**src/rtl/mux4_rr_arbiter.sv**
```systemverilog
// mux4_rr_arbiter: round-robin 4:1 mux sequencer with hold limit and valid/ready output
module mux4_rr_arbiter #(
  parameter int WIDTH = 8,
  parameter int MAX_HOLD = 4
) (
  input  logic             clk,
  input  logic             rst,
  input  logic [3:0]       req,
  input  logic [WIDTH-1:0] din0,
  input  logic [WIDTH-1:0] din1,
  input  logic [WIDTH-1:0] din2,
  input  logic [WIDTH-1:0] din3,
  input  logic             out_ready,
  output logic [3:0]       gnt,
  output logic             s1,
  output logic             s0,
  output logic [3:0]       ack,
  output logic             out_valid,
  output logic [WIDTH-1:0] out_data,
  output logic             busy
);
  typedef enum logic {IDLE, GRANT} state_t;
  state_t state;
  logic [1:0] owner, ptr, pick, off, sel;
  logic [3:0] cnt, rot;
  logic own_req, others, last;
  assign sel = {s1, s0};
  assign busy = state == GRANT;
  assign own_req = req[owner];
  assign others = |(req & ~(4'b1 << owner));
  assign last = cnt == 4'(MAX_HOLD - 1);
  assign out_valid = busy & own_req;
  assign ack = (out_valid & out_ready) ? 4'b1 << owner : 4'b0;
  // rotate so bit 0 is the current highest-priority requester
  always_comb begin
    rot = ptr == 2'd0 ? req :
          ptr == 2'd1 ? {req[0], req[3:1]} :
          ptr == 2'd2 ? {req[1:0], req[3:2]} : {req[2:0], req[3]};
    off = rot[0] ? 2'd0 : rot[1] ? 2'd1 : rot[2] ? 2'd2 : 2'd3;
    pick = ptr + off;
    out_data = sel == 2'd0 ? din0 : sel == 2'd1 ? din1 : sel == 2'd2 ? din2 : din3;
  end
  always_ff @(posedge clk or posedge rst) begin
    if (rst) begin
      state <= IDLE;
      owner <= 2'd0;
      ptr <= 2'd0;
      cnt <= 4'd0;
      gnt <= 4'b0;
      {s1, s0} <= 2'b00;
    end else if (state == IDLE) begin
      if (|req) begin
        state <= GRANT;
        owner <= pick;
        gnt <= 4'b1 << pick;
        {s1, s0} <= pick;
        ptr <= pick + 2'd1;
        cnt <= 4'd0;
      end
    end else if (!own_req) begin
      state <= IDLE;
      gnt <= 4'b0;
    end else if (out_ready) begin
      if (last) begin
        cnt <= 4'd0;
        if (others) begin
          state <= IDLE;
          gnt <= 4'b0;
        end
      end else begin
        cnt <= cnt + 4'd1;
      end
    end
  end
endmodule

```
**config.mk**
```make
export PLATFORM = sky130hd
export DESIGN_NAME = mux4_rr_arbiter
export DESIGN_NICKNAME = d
export VERILOG_FILES = /design/src/rtl/mux4_rr_arbiter.sv
export SDC_FILE = /design/constraint.sdc
export NUM_CORES = 1
export LEC_CHECK = 0
export CAP_MARGIN = 20
export CORE_AREA = 2 2 78 43
export CTS_CLUSTER_SIZE = 20
export DETAILED_ROUTE_END_ITERATION = 10
export DIE_AREA = 0 0 80 45
export PLACE_DENSITY = 0.85
export SETUP_SLACK_MARGIN = 0.02
export SLEW_MARGIN = 20
export SYNTH_ARGS = -nofsm -noshare
export SYNTH_HDL_FRONTEND = slang
export SYNTH_SLANG_ARGS = --single-unit
```
**constraint.sdc**
```tcl
create_clock -name clk -period 2.1 [get_ports clk]
set_input_delay 0.315 -clock clk [delete_from_list [all_inputs] [get_ports clk]]
set_output_delay 0.315 -clock clk [all_outputs]
set_load 0.01 [all_outputs]
```
## After elaboration in Yosys (flattened, before gate mapping)

Cells that the tools add are included.

| word-level totals | value |
|---|---|
| latch bits | 0 |
| bits in read-only memories | 0 |
| input bits | 39 |
| bits in registers | 15 |
| memories | 0 |
| RAM bits | 0 |
| word-level logic and storage cells | 65 |
| output and inout port bits | 20 |

| operators by class | value |
|---|---|
| add/sub/neg operators | 3 |
| div/mod/pow operators | 0 |
| reduce and logical (&&, ||, !) cells | 8 |
| bitwise gates (word level) | 5 |
| shift operators | 2 |
| $mul | 0 |
| eq/ne operators | 10 |
| magnitude comparators | 1 |
| mux-type cells | 29 |

Operators with widths:

| kind | number |
|---|---|
| 4-bit two-way mux | 12 |
| 8-bit two-way mux | 3 |
| 3-bit two-way mux | 3 |
| 1-bit two-way mux | 8 |
| 4-bit OR reduction | 2 |
| 1-bit by 2-bit << shifter with 4-bit output (first input constant) | 2 |
| 3-bit by 2-bit != test with 1-bit output (second input constant) | 2 |
| 4-bit by 1-bit adder with 4-bit output (second input constant) | 1 |
| 4-bit AND | 1 |
| 2-bit by 1-bit == test with 1-bit output (second input constant) | 2 |
| 2-bit == test (second input constant) | 2 |
| 4-bit by 2-bit == test with 1-bit output (second input constant) | 1 |
| 2-bit zero test | 2 |
| 2-bit two-way mux | 2 |
| 4-bit NOT | 1 |
| 4-bit AND reduction | 1 |
| 2-bit by 3-bit < comparator with 1-bit output (second input constant) | 1 |
| 3-bit != test (second input constant) | 1 |
| 3-bit AND reduction | 1 |
| 2-bit by 1-bit adder with 2-bit output (second input constant) | 1 |
| 2-bit adder | 1 |
| 1-bit AND | 2 |
| 1-bit binary-select mux with 2-bit select | 1 |
| 2-bit by 1-bit != test with 1-bit output (second input constant) | 1 |
| 4 further kinds | 4 |

## Logic depth before layout (Yosys ltp)

Gate-level depths: netlist of the first run.

| depth | value |
|---|---|
| depth after elaboration | 11 |
| gate-level depth with buffers | 10 |
| mapped depth without buffers | 9 |

## Worst setup path after synthesis of the first run

Ideal clock, no wire load.

| timing path | value |
|---|---|
| kind | flip-flop to flip-flop |
| start point | register ptr[1] |
| end point | register ptr[1] |
| required time | 1.977 ns |
| path slack | 0.352 ns |
| cell stages (with the launch flop) | 11 |
| clock period less this slack | 1.748 ns |
| arrival time | 1.626 ns |
| cell sequence | dfrtp_1 -> buf_6 -> nand2_1 -> a21oi_1 -> o21ai_0 -> o21ai_0 -> ha_1 -> xor2_1 -> xnor2_1 -> nand2_1 -> xnor2_1 |

| between the ends | value |
|---|---|
| cells in the longest elaborated chain, start to end | 9 |
| elaborated cells between the ends (all ways) | 11 |
| classes of those cells | add/sub: 2; eq/ne: 2; mux: 6; reduce/logical: 1 |

RTL lines:

| item | line | source |
|---|---|---|
| from (decl) | 24 | `logic [1:0] owner, ptr, pick, off, sel;` |
| from (signal assigned) | 57 | `ptr <= pick + 2'd1;` |
| 2-bit == test | 38 | `ptr == 2'd2 ? {req[1:0], req[3:2]} : {req[2:0], req[3]};` |
| 3-bit two-way mux | 38 |  |
| 3-bit two-way mux | 37 | `ptr == 2'd1 ? {req[0], req[3:1]} :` |
| 3-bit two-way mux * | 36 | `rot = ptr == 2'd0 ? req :` |
| 1-bit two-way mux | 39 | `off = rot[0] ? 2'd0 : rot[1] ? 2'd1 : rot[2] ? 2'd2 : 2'd3;` |
| 2-bit two-way mux | 39 |  |
| 2-bit two-way mux * | 39 |  |
| 2-bit adder * | 40 | `pick = ptr + off;` |
| via pick[0] | 24 |  |
| 2-bit by 1-bit adder with 2-bit output * | 57 |  |

Mark *: on every way through the listed nets, which the timed path passes. The rest lies on a longest branch.
A chain may end at the register's enable or synchronous reset.

## Worst setup path after layout of the first run

| timing path | value |
|---|---|
| start point | register owner[0] |
| end point | output port out_valid |

| between the ends | value |
|---|---|
| cells in the longest elaborated chain, start to end | 3 |

RTL lines:

| item | line | source |
|---|---|---|
| from (decl) | 24 |  |
| from (signal assigned) | 54 | `owner <= pick;` |
| 1-bit binary-select mux with 2-bit select | 29 | `assign own_req = req[owner];` |
| 1-bit two-way mux (implied by the code) | 29 |  |
| 1-bit AND | 32 | `assign out_valid = busy & own_req;` |
| to (decl) | 18 | `output logic out_valid,` |

No other way between the ends. The select of a mux whose other input is x is not followed.

==> metrics.txt, run 1 <==
Post-synth EDFFs 0; drt initial violations 40; chip height 45 microns; area grow syn2layout 74.8%; Final Cycle Share 97.5%; Cell Area, Placed 1800 sq um; Total Power 2.20 mW; IO Port Bufs 58; crit path DAT 1.73 ns; total CTS buffers 3; Worst Max-Slew Pin Slew 0.502 ns; Root Buffer clkbuf_8; cell area power density 1180 nW/um^2; # IOs 59; number of routed nets with antenna violations 0; FF+latch area 328 sq um; number of global-route vias before repair 1016; CP Max Fanout 2; status finished, final reports clean; Final setup viols 0; Max Fclk 0.488 GHz; Layout Utilization 64.9%; Leak 0.833 nW; CP Launch Type register; final worst setup slack 0.0519 ns; TritonCTS clock tree yes; maximum VDD drop 0.851 mV; final non-filler cell total 222; Yosys reg bits 13; Synthesis Warnings 0; clk sinks 13; # fillers 246; Post-Synthesis Cells 106; gr ovfl total 0; Crit. End Element output pin; dominant synthesized flop cell dfrtp_1; Core ar. 2870 sq um; R2R Setup Slk 0.30 ns; Mapped Area 1070 sq um; register area share after synthesis 30.5%; Initial Util 37.1%; worst hold margin 0.396 ns; final instance area 1860 sq um; router iterations before antenna repair 4; area of the multi-input gates 666 sq um; largest net degree at the start of global routing 17; Setup TNS 0 ns; total global-route track usage 18.8%; latest clock arrival within the worst-skew pair 0.24 ns; routed length per instance 15.2 microns; syn_nets 147; Max Root-Sink Buffers 2; die area 3600 sq um; crit path time final 2.05 ns; Slew HR 66.5%; H-tree Lvls 1; CTS clk-pin slew, worst paths 0.05 ns; DR vias/cell 4.97; distinct cell type count after synthesis 37; global placement routability congestion 0.810; Diodes inserted 0; # DRC 0; RSZ-0062 raised after global routing true; dpl ws -0.232 ns; Worst EP required 1.78 ns; dpl cells 216; final max-slew violation count 0; Avg Inst Size Synth 10.1 sq um; count of final hold-check violations 0; vias post-DR 1103; Async SR Flop Fraction 100%; Crit Path Category register to output pin; dpl hpwl 2770 microns; proportion of layout cells with a drive suffix above 1 25.3%; initial antenna violation count 0; Die W 80 microns; worst min-delay path category input pin to async pin; Final Routed Wirelength 3370 microns; Layout Skew 0.00139 ns; first-pass GRT wire length 5060 microns; Layout Nets 224; Cell Rows 14; # Max-Cap Violations 0
## sequential cells by signal (all words and copies together), names as in the netlist
signal	count
s1	1
owner	1
busy	1
gnt	4
cnt	4
ptr	2
## worst max-delay path: stages (launching register included)
cell and delay (ns):
dfrtp_1 0.40, buf_4 0.14, mux4_2 0.50, and2_4 0.18, dlygate4sd2_1 0.27
## area by class of cell
cell class                      count  share of cell area (%)
Timing Repair Buffer               81                    40.8
Multi-Input combinational cell     80                    35.7
Sequential cell                    13                    17.6
Tap cell                           40                    2.69
Clock buffer                        4                    2.42
Inverter                            4                   0.806
## layer usage
metal  global-route usage, %  wire length, microns
met4                    2.03                     0
met5                       0                     0
met2                    31.0                  1680
met1                    26.3                  1490
met3                    5.00                   194
## cells in the final DEF (no fill, tap or decap), drive strengths merged
| cell | n |
|---|---|
| a31oi | 1 |
| and2 | 3 |
| o21ai | 9 |
| nor4b | 2 |
| clkbuf | 4 |
| ha | 2 |
| xnor2 | 4 |
| nor3b | 2 |
| dlygate4sd2 | 11 |
| nand2b | 1 |
| o2111a | 1 |
| nand3 | 4 |
| buf | 23 |
| mux4 | 9 |
| o2bb2ai | 1 |
| nand3b | 1 |
| nor2b | 2 |
| a32o | 1 |
| nor3 | 3 |
| dlymetal6s2s | 3 |
| or2 | 1 |
| mux2i | 1 |
| xor2 | 1 |
| a21o | 2 |
| nor2 | 5 |
| a22o | 1 |
| nor4 | 5 |
| a21oi | 3 |
| nand2 | 12 |
| o31ai | 2 |
| clkdlybuf4s50 | 44 |
| inv | 4 |
| nor4bb | 1 |
| dfrtp | 13 |
## cell usage after synthesis (2+ instances only)
| cell type | n | area [sq um] |
|---|---|---|
| nand3_1 | 4 | 20.0 |
| buf_6 | 3 | 33.8 |
| xnor2_1 | 4 | 35.0 |
| a21oi_1 | 3 | 15.0 |
| a21o_1 | 2 | 15.0 |
| mux4_2 | 9 | 203 |
| o21ai_0 | 8 | 40.0 |
| nor2b_1 | 2 | 12.5 |
| buf_4 | 3 | 22.5 |
| nor3_1 | 3 | 15.0 |
| and2_1 | 2 | 12.5 |
| buf_2 | 2 | 10.0 |
| o31ai_1 | 2 | 15.0 |
| dfrtp_1 | 13 | 325 |
| nor2_1 | 5 | 18.8 |
| nor4_1 | 4 | 25.0 |
| inv_1 | 3 | 11.3 |
| nand2_1 | 12 | 45.0 |
| nor3b_1 | 2 | 15.0 |
| ha_1 | 2 | 25.0 |
| nor4b_1 | 2 | 17.5 |
## power breakdown
part           switching (mW)  internal, mW
Clock                  0.0877         0.134
Combinational           0.644         0.872
Sequential              0.116         0.346
## cells by family after synthesis
| kind of cell | synth area share, % |
|---|---|
| fa+ha+maj | 2.35 |
| flops | 30.5 |
| buf+inv | 7.98 |
| mux | 20.0 |
| simple gates | 21.8 |
| xor+xnor | 4.11 |
| compound gates | 13.3 |
## timing repair
action / in CTS / in global routing
setup endpoints to repair: 12 / 7
buffers inserted: 1 / 1
gates resized for setup: 11 / 8
pin swaps: 0 / 0
gates cloned: 0 / 0
hold buffers: 0 / 0
## path summary, 6_finish.rpt
kind                           from   endpoint  cells after the start
setup / recovery           owner[0]  out_valid                      4
hold / removal                  rst     gnt[0]                      2
setup reg to reg             ptr[1]     gnt[1]                      9
hold reg to reg              gnt[3]     gnt[3]                      1
max in group asynchronous       rst       busy                      2
min in group clk             gnt[3]     gnt[3]                      1
No activity file was read; power rests on OpenSTA's default activity.
==> run 2: changes to the inputs <==
--- a/config.mk
+++ b/config.mk
@@ -10,7 +10,7 @@
 export CTS_CLUSTER_SIZE = 20
 export DETAILED_ROUTE_END_ITERATION = 10
 export DIE_AREA = 0 0 80 45
-export PLACE_DENSITY = 0.85
+export PLACE_DENSITY = 0.87
 export SETUP_SLACK_MARGIN = 0.02
 export SLEW_MARGIN = 20
 export SYNTH_ARGS = -nofsm -noshare
==> run 2 against run 1 <==
  * Clock skew rose by 0.0041 ns
  * Wire length rose by 5.1%
  * Sequential share of layout area is 0.12 points higher
  * First-iteration DRC count stayed put
  * Final cell count is 0.45% lower
  * Non-clock buffer count fell by 1
  * Cell area shrank 1.1%
  * Largest cell class unchanged
==> metrics.txt, run 2 (synthesized netlist as in run 1, its figures left out) <==
status finished, final reports clean (unchanged); number of global-route vias before repair 1165 (was 1016); Final Cycle Share 94.7% (was 97.5%); RR Endpoint gnt[1] (unchanged); initial antenna violation count 0 (unchanged); H-tree Lvls 1 (unchanged); latest clock arrival within the worst-skew pair 0.24 ns (about the same); Seq pwr share 21.3% (was 21.0%); # Max-Cap Violations 0 (unchanged); final max-slew violation count 0 (unchanged); commonest non-fill, non-tap cell in the layout clkdlybuf4s50_1 (unchanged); count of final hold-check violations 0 (unchanged); worst min-delay path category input pin to async pin (unchanged); global placement routability congestion 0.889 (was 0.810); vias post-DR 1141 (was 1103); final instance area 1840 sq um (was 1860 sq um); Net Sw Frac 38.8% (was 38.5%); CP Max Fanout 13 (was 2); IO Port Bufs 58 (unchanged); crit path to ack[3] (was out_valid); CP max stage delay 0.55 ns (was 0.50 ns); Layout Skew 0.00552 ns (was 0.00139 ns); R2R cell count 9 (unchanged); Worst EP required 1.78 ns (about the same); Diodes inserted 0 (unchanged); dpl cells 214 (was 216); number of routed nets with antenna violations 0 (unchanged); Layout Nets 223 (was 224); crit path time final 1.99 ns (was 2.05 ns); P_sw 0.852 mW (was 0.848 mW); Die W 80 microns (unchanged); Buffers & Inverters on Critical Path 3 (was 2); RSZ-0062 raised after global routing false (was true); total global-route track usage 20.3% (was 18.8%); # DRC 0 (unchanged); CTS clk-pin slew, worst paths 0.06 ns (was 0.05 ns); power share of the clock group 10.2% (was 10.1%); proportion of layout cells with a drive suffix above 1 23.2% (was 25.3%); Initial Util 37.1% (unchanged); Crit. End Element output pin (unchanged); final non-filler cell total 221 (was 222); chip height 45 microns (unchanged); Setup TNS 0 ns (unchanged); CP cell instances buf_12 -> buf_4 -> nand3_1 -> nor2_1 -> clkdlybuf4s50_1 (was buf_4 -> mux4_2 -> and2_4 -> dlygate4sd2_1); clk sinks 13 (unchanged); Root Buffer clkbuf_8 (unchanged); Pint 1.34 mW (was 1.35 mW); Slew HR 65.8% (was 66.5%); routed length per instance 16.0 microns (was 15.2 microns); CP Launch Type register (unchanged); most frequent cells in the layout clkdlybuf4s50_1, buf_4, nand2_1, dfrtp_1, dlygate4sd2_1 (was clkdlybuf4s50_1, buf_4, nand2_1); DR vias/cell 5.16 (was 4.97); largest net degree at the start of global routing 14 (was 17); drt initial violations 40 (unchanged); Core ar. 2870 sq um (unchanged); cell area power density 1190 nW/um^2 (was 1180 nW/um^2); R2R Setup Slk 0.18 ns (was 0.30 ns); Crit Path Category register to output pin (unchanged); Final Routed Wirelength 3540 microns (was 3370 microns); Final setup viols 0 (unchanged); maximum VDD drop 0.928 mV (was 0.851 mV); critical path's slowest cell clkdlybuf4s50_1 (was mux4_2); Regs by FF count cnt x4, gnt x4, ptr x2 (unchanged); # IOs 59 (unchanged); WP depth 5 (was 4); dpl hpwl 2860 microns (was 2770 microns); gr ovfl total 0 (unchanged); Leak 0.829 nW (was 0.833 nW); worst setup path start owner[0] (unchanged); Worst Max-Slew Pin Slew 0.512 ns (was 0.502 ns); router iterations before antenna repair 4 (unchanged); first-pass GRT wire length 5440 microns (was 5060 microns); Combinational Power Share 68.6% (was 69.0%); Crit Reg-Reg Startpoint ptr[1] (unchanged); Top delay family on crit path buffers and inverters (was multiplexers); Max Root-Sink Buffers 2 (unchanged); TritonCTS clock tree yes (unchanged); area grow syn2layout 72.9% (was 74.8%); die area 3600 sq um (unchanged); total CTS buffers 3 (unchanged); Cell Rows 14 (unchanged); Cell Area, Placed 1780 sq um (was 1800 sq um); Max Fclk 0.503 GHz (was 0.488 GHz); crit path DAT 1.67 ns (was 1.73 ns); Total Power 2.19 mW (was 2.20 mW)
-- run 2: power by group through the flow --
stage	registers [mW]	logic, mW	clock network [mW]
after floorplan	0.430	0.912	0
after global placement	0.456	1.48	0
after detailed placement	0.464	1.53	0
after CTS	0.462	1.51	0.229
after global routing	0.481	1.64	0.246
final	0.466	1.51	0.223
-- run 2: worst min path at each step --
stage	depth (start not counted)	startpoint	endpoint
after floorplan	1	rst	busy
after global placement	1	gnt[2]	gnt[2]
after detailed placement	1	gnt[2]	gnt[2]
after CTS	2	rst	gnt[2]
after global routing	2	rst	gnt[1]
final	2	rst	gnt[1]
-- run 2: cell type report --
type / instances / area, sq um
multi-input combinational: 80 / 656
tap: 40 / 50.0
timing repair buffer: 80 / 751
inverter: 4 / 15.0
clock buffer: 4 / 45.0
sequential: 13 / 327
fill: 246 / 1030
-- run 2: what timing repair did --
action,in CTS,in global routing
cloned,0,0
resized for setup,14,4
endpoints found under the setup margin,16,5
hold buffers,0,0
setup buffers,3,0
endpoints found under the hold margin,0,0
-- run 2: metrics by stage --
stage               worst slack [ns]  hold WS, ns  utilization, %
floorplan                      0.352        0.192               -
global placement              -0.215        0.467            62.0
detailed placement            -0.294        0.466            62.0
CTS                           0.0472        0.419            63.9
global route                  0.0274        0.455            64.2
finish                         0.111        0.400            64.2
-- run 2: layer usage --
metal,GRT usage (%),share of wire (%)
met5,0,0
met4,4.41,1.3
met1,25.1,41
met2,37.0,53
met3,4.80,5.1
==> run 3: changes to the inputs <==
--- a/config.mk
+++ b/config.mk
@@ -11,6 +11,7 @@
 export DETAILED_ROUTE_END_ITERATION = 10
 export DIE_AREA = 0 0 80 45
 export PLACE_DENSITY = 0.87
+export REMOVE_ABC_BUFFERS = 1
 export SETUP_SLACK_MARGIN = 0.02
 export SLEW_MARGIN = 20
 export SYNTH_ARGS = -nofsm -noshare
==> run 3 against run 2 <==
  * Maximum frequency shrank 3.6%
  * Critical path depth shrank 1
  * Cell area shrank 1.7%
  * Sequential power grew 5.6%
  * Largest power group unchanged
  * Wire length shrank 7.6%
  * Hold slack lost 0.011 ns
  * Register-to-register slack gained 0.02 ns
  * Final cell count shrank 2.7%
==> metrics.txt, run 3 (synthesized netlist as in run 1, its figures left out) <==
commonest non-fill, non-tap cell in the layout clkdlybuf4s50_1 (unchanged); routed length per instance 15.2 microns (was 16.0 microns); most frequent cells in the layout clkdlybuf4s50_1, buf_4, nand2_1 (was clkdlybuf4s50_1, buf_4, nand2_1, dfrtp_1, dlygate4sd2_1); count of final hold-check violations 0 (unchanged); RSZ-0062 raised after global routing true (was false); clk sinks 13 (unchanged); Die W 80 microns (unchanged); R2R cell count 9 (unchanged); die area 3600 sq um (unchanged); drt initial violations 30 (was 40); Crit Path Category input pin to output pin (was register to output pin); RR Endpoint gnt[1] (unchanged); dpl hpwl 2670 microns (was 2860 microns); H-tree Lvls 1 (unchanged); # Max-Cap Violations 0 (unchanged); Final Routed Wirelength 3270 microns (was 3540 microns); Layout Skew 0.00194 ns (was 0.00552 ns); area grow syn2layout 70.0% (was 72.9%); Initial Util 37.1% (unchanged); status finished, final reports clean (unchanged); total global-route track usage 18.3% (was 20.3%); Total Power 2.17 mW (was 2.19 mW); Core ar. 2870 sq um (unchanged); Worst Max-Slew Pin Slew 0.484 ns (was 0.512 ns); # IOs 59 (unchanged); R2R Setup Slk 0.20 ns (was 0.18 ns); Slew HR 67.7% (was 65.8%); Max Fclk 0.485 GHz (was 0.503 GHz); final worst setup slack 0.0362 ns (was 0.111 ns); Root Buffer clkbuf_8 (unchanged); DR vias/cell 4.97 (was 5.16); vias post-DR 1069 (was 1141); Final Cycle Share 98.3% (was 94.7%); Crit. End Element output pin (unchanged); IO Port Bufs 58 (unchanged); Setup TNS 0 ns (unchanged); initial antenna violation count 0 (unchanged); crit path time final 2.06 ns (was 1.99 ns); proportion of layout cells with a drive suffix above 1 23.4% (was 23.2%); Worst EP required 1.78 ns (about the same); number of routed nets with antenna violations 0 (unchanged); Layout Nets 217 (was 223); Crit Reg-Reg Startpoint ptr[1] (unchanged); TritonCTS clock tree yes (unchanged); crit path DAT 1.75 ns (was 1.67 ns); Diodes inserted 0 (unchanged); CP Launch Type input pin (was register); dpl ws -0.167 ns (was -0.294 ns); maximum VDD drop 0.934 mV (was 0.928 mV); worst hold margin 0.389 ns (was 0.400 ns); Max Root-Sink Buffers 2 (unchanged); gr ovfl total 0 (unchanged); cell area power density 1200 nW/um^2 (was 1190 nW/um^2); final max-slew violation count 0 (unchanged); router iterations before antenna repair 4 (unchanged); CTS clk-pin slew, worst paths 0.05 ns (was 0.06 ns); chip height 45 microns (unchanged); total CTS buffers 3 (unchanged); final non-filler cell total 215 (was 221); dpl cells 211 (was 214); first-pass GRT wire length 4890 microns (was 5440 microns); worst min-delay path category input pin to async pin (unchanged); number of global-route vias before repair 1060 (was 1165); Leak 0.808 nW (was 0.829 nW); latest clock arrival within the worst-skew pair 0.24 ns (about the same); Cell Rows 14 (unchanged); # DRC 0 (unchanged); CP Max Fanout 4 (was 13); Regs by FF count cnt x4, gnt x4, ptr x2 (unchanged); Final setup viols 0 (unchanged); largest net degree at the start of global routing 14 (unchanged); global placement routability congestion 0.842 (was 0.889)
run 3: report_power, final:
group / internal (mW) / switching [mW] / total, mW
sequential: 0.345 / 0.147 / 0.492
clock: 0.134 / 0.0911 / 0.225
combinational: 0.828 / 0.623 / 1.45
run 3: final cells by class:
| type | instances | area [sq um] |
|---|---|---|
| tap | 40 | 50.0 |
| inverter | 4 | 15.0 |
| fill | 244 | 1060 |
| timing repair buffer | 74 | 701 |
| multi-input combinational | 80 | 673 |
| clock buffer | 4 | 45.0 |
| sequential | 13 | 328 |
run 3: what timing repair did:
action                     4_1_cts  5_1_grt
gates resized for setup         13       10
hold buffers                     0        0
buffers inserted                 0        0
setup endpoints to repair       11        7
run 3: per-layer routing:
layer | vias up | GRT usage [%] | part of all wire, %
met4 | 0 | 5.08 | 0.83
met1 | 500 | 24.6 | 46
li1 | 530 | - | -
met5 | - | 0 | 0
met3 | 5 | 5.20 | 5.8
met2 | 34 | 29.5 | 47
run 3: worst max-delay path by stage:
stage | start | end | slack (ns)
detailed placement | req[2] | ptr[1] | -0.17
floorplan | owner[0] | gnt[0] | 0.08
CTS | owner[0] | ack[2] | 0.03
finish | req[3] | out_valid | 0.04
global route | req[2] | gnt[1] | -0.01
global placement | req[0] | out_valid | -0.14
run 3: stage by stage:
stage	utilization, %	area [sq um]
detailed placement	60.8	1750
floorplan	-	996
global placement	60.8	1750
global route	63.1	1810
CTS	62.1	1780
finish	63.1	1810
run 3: critical path, stage by stage:
cell,delay [ns]
clkdlybuf4s50_1,0.46
mux4_2,0.52
and2_4,0.19
dlygate4sd2_1,0.27
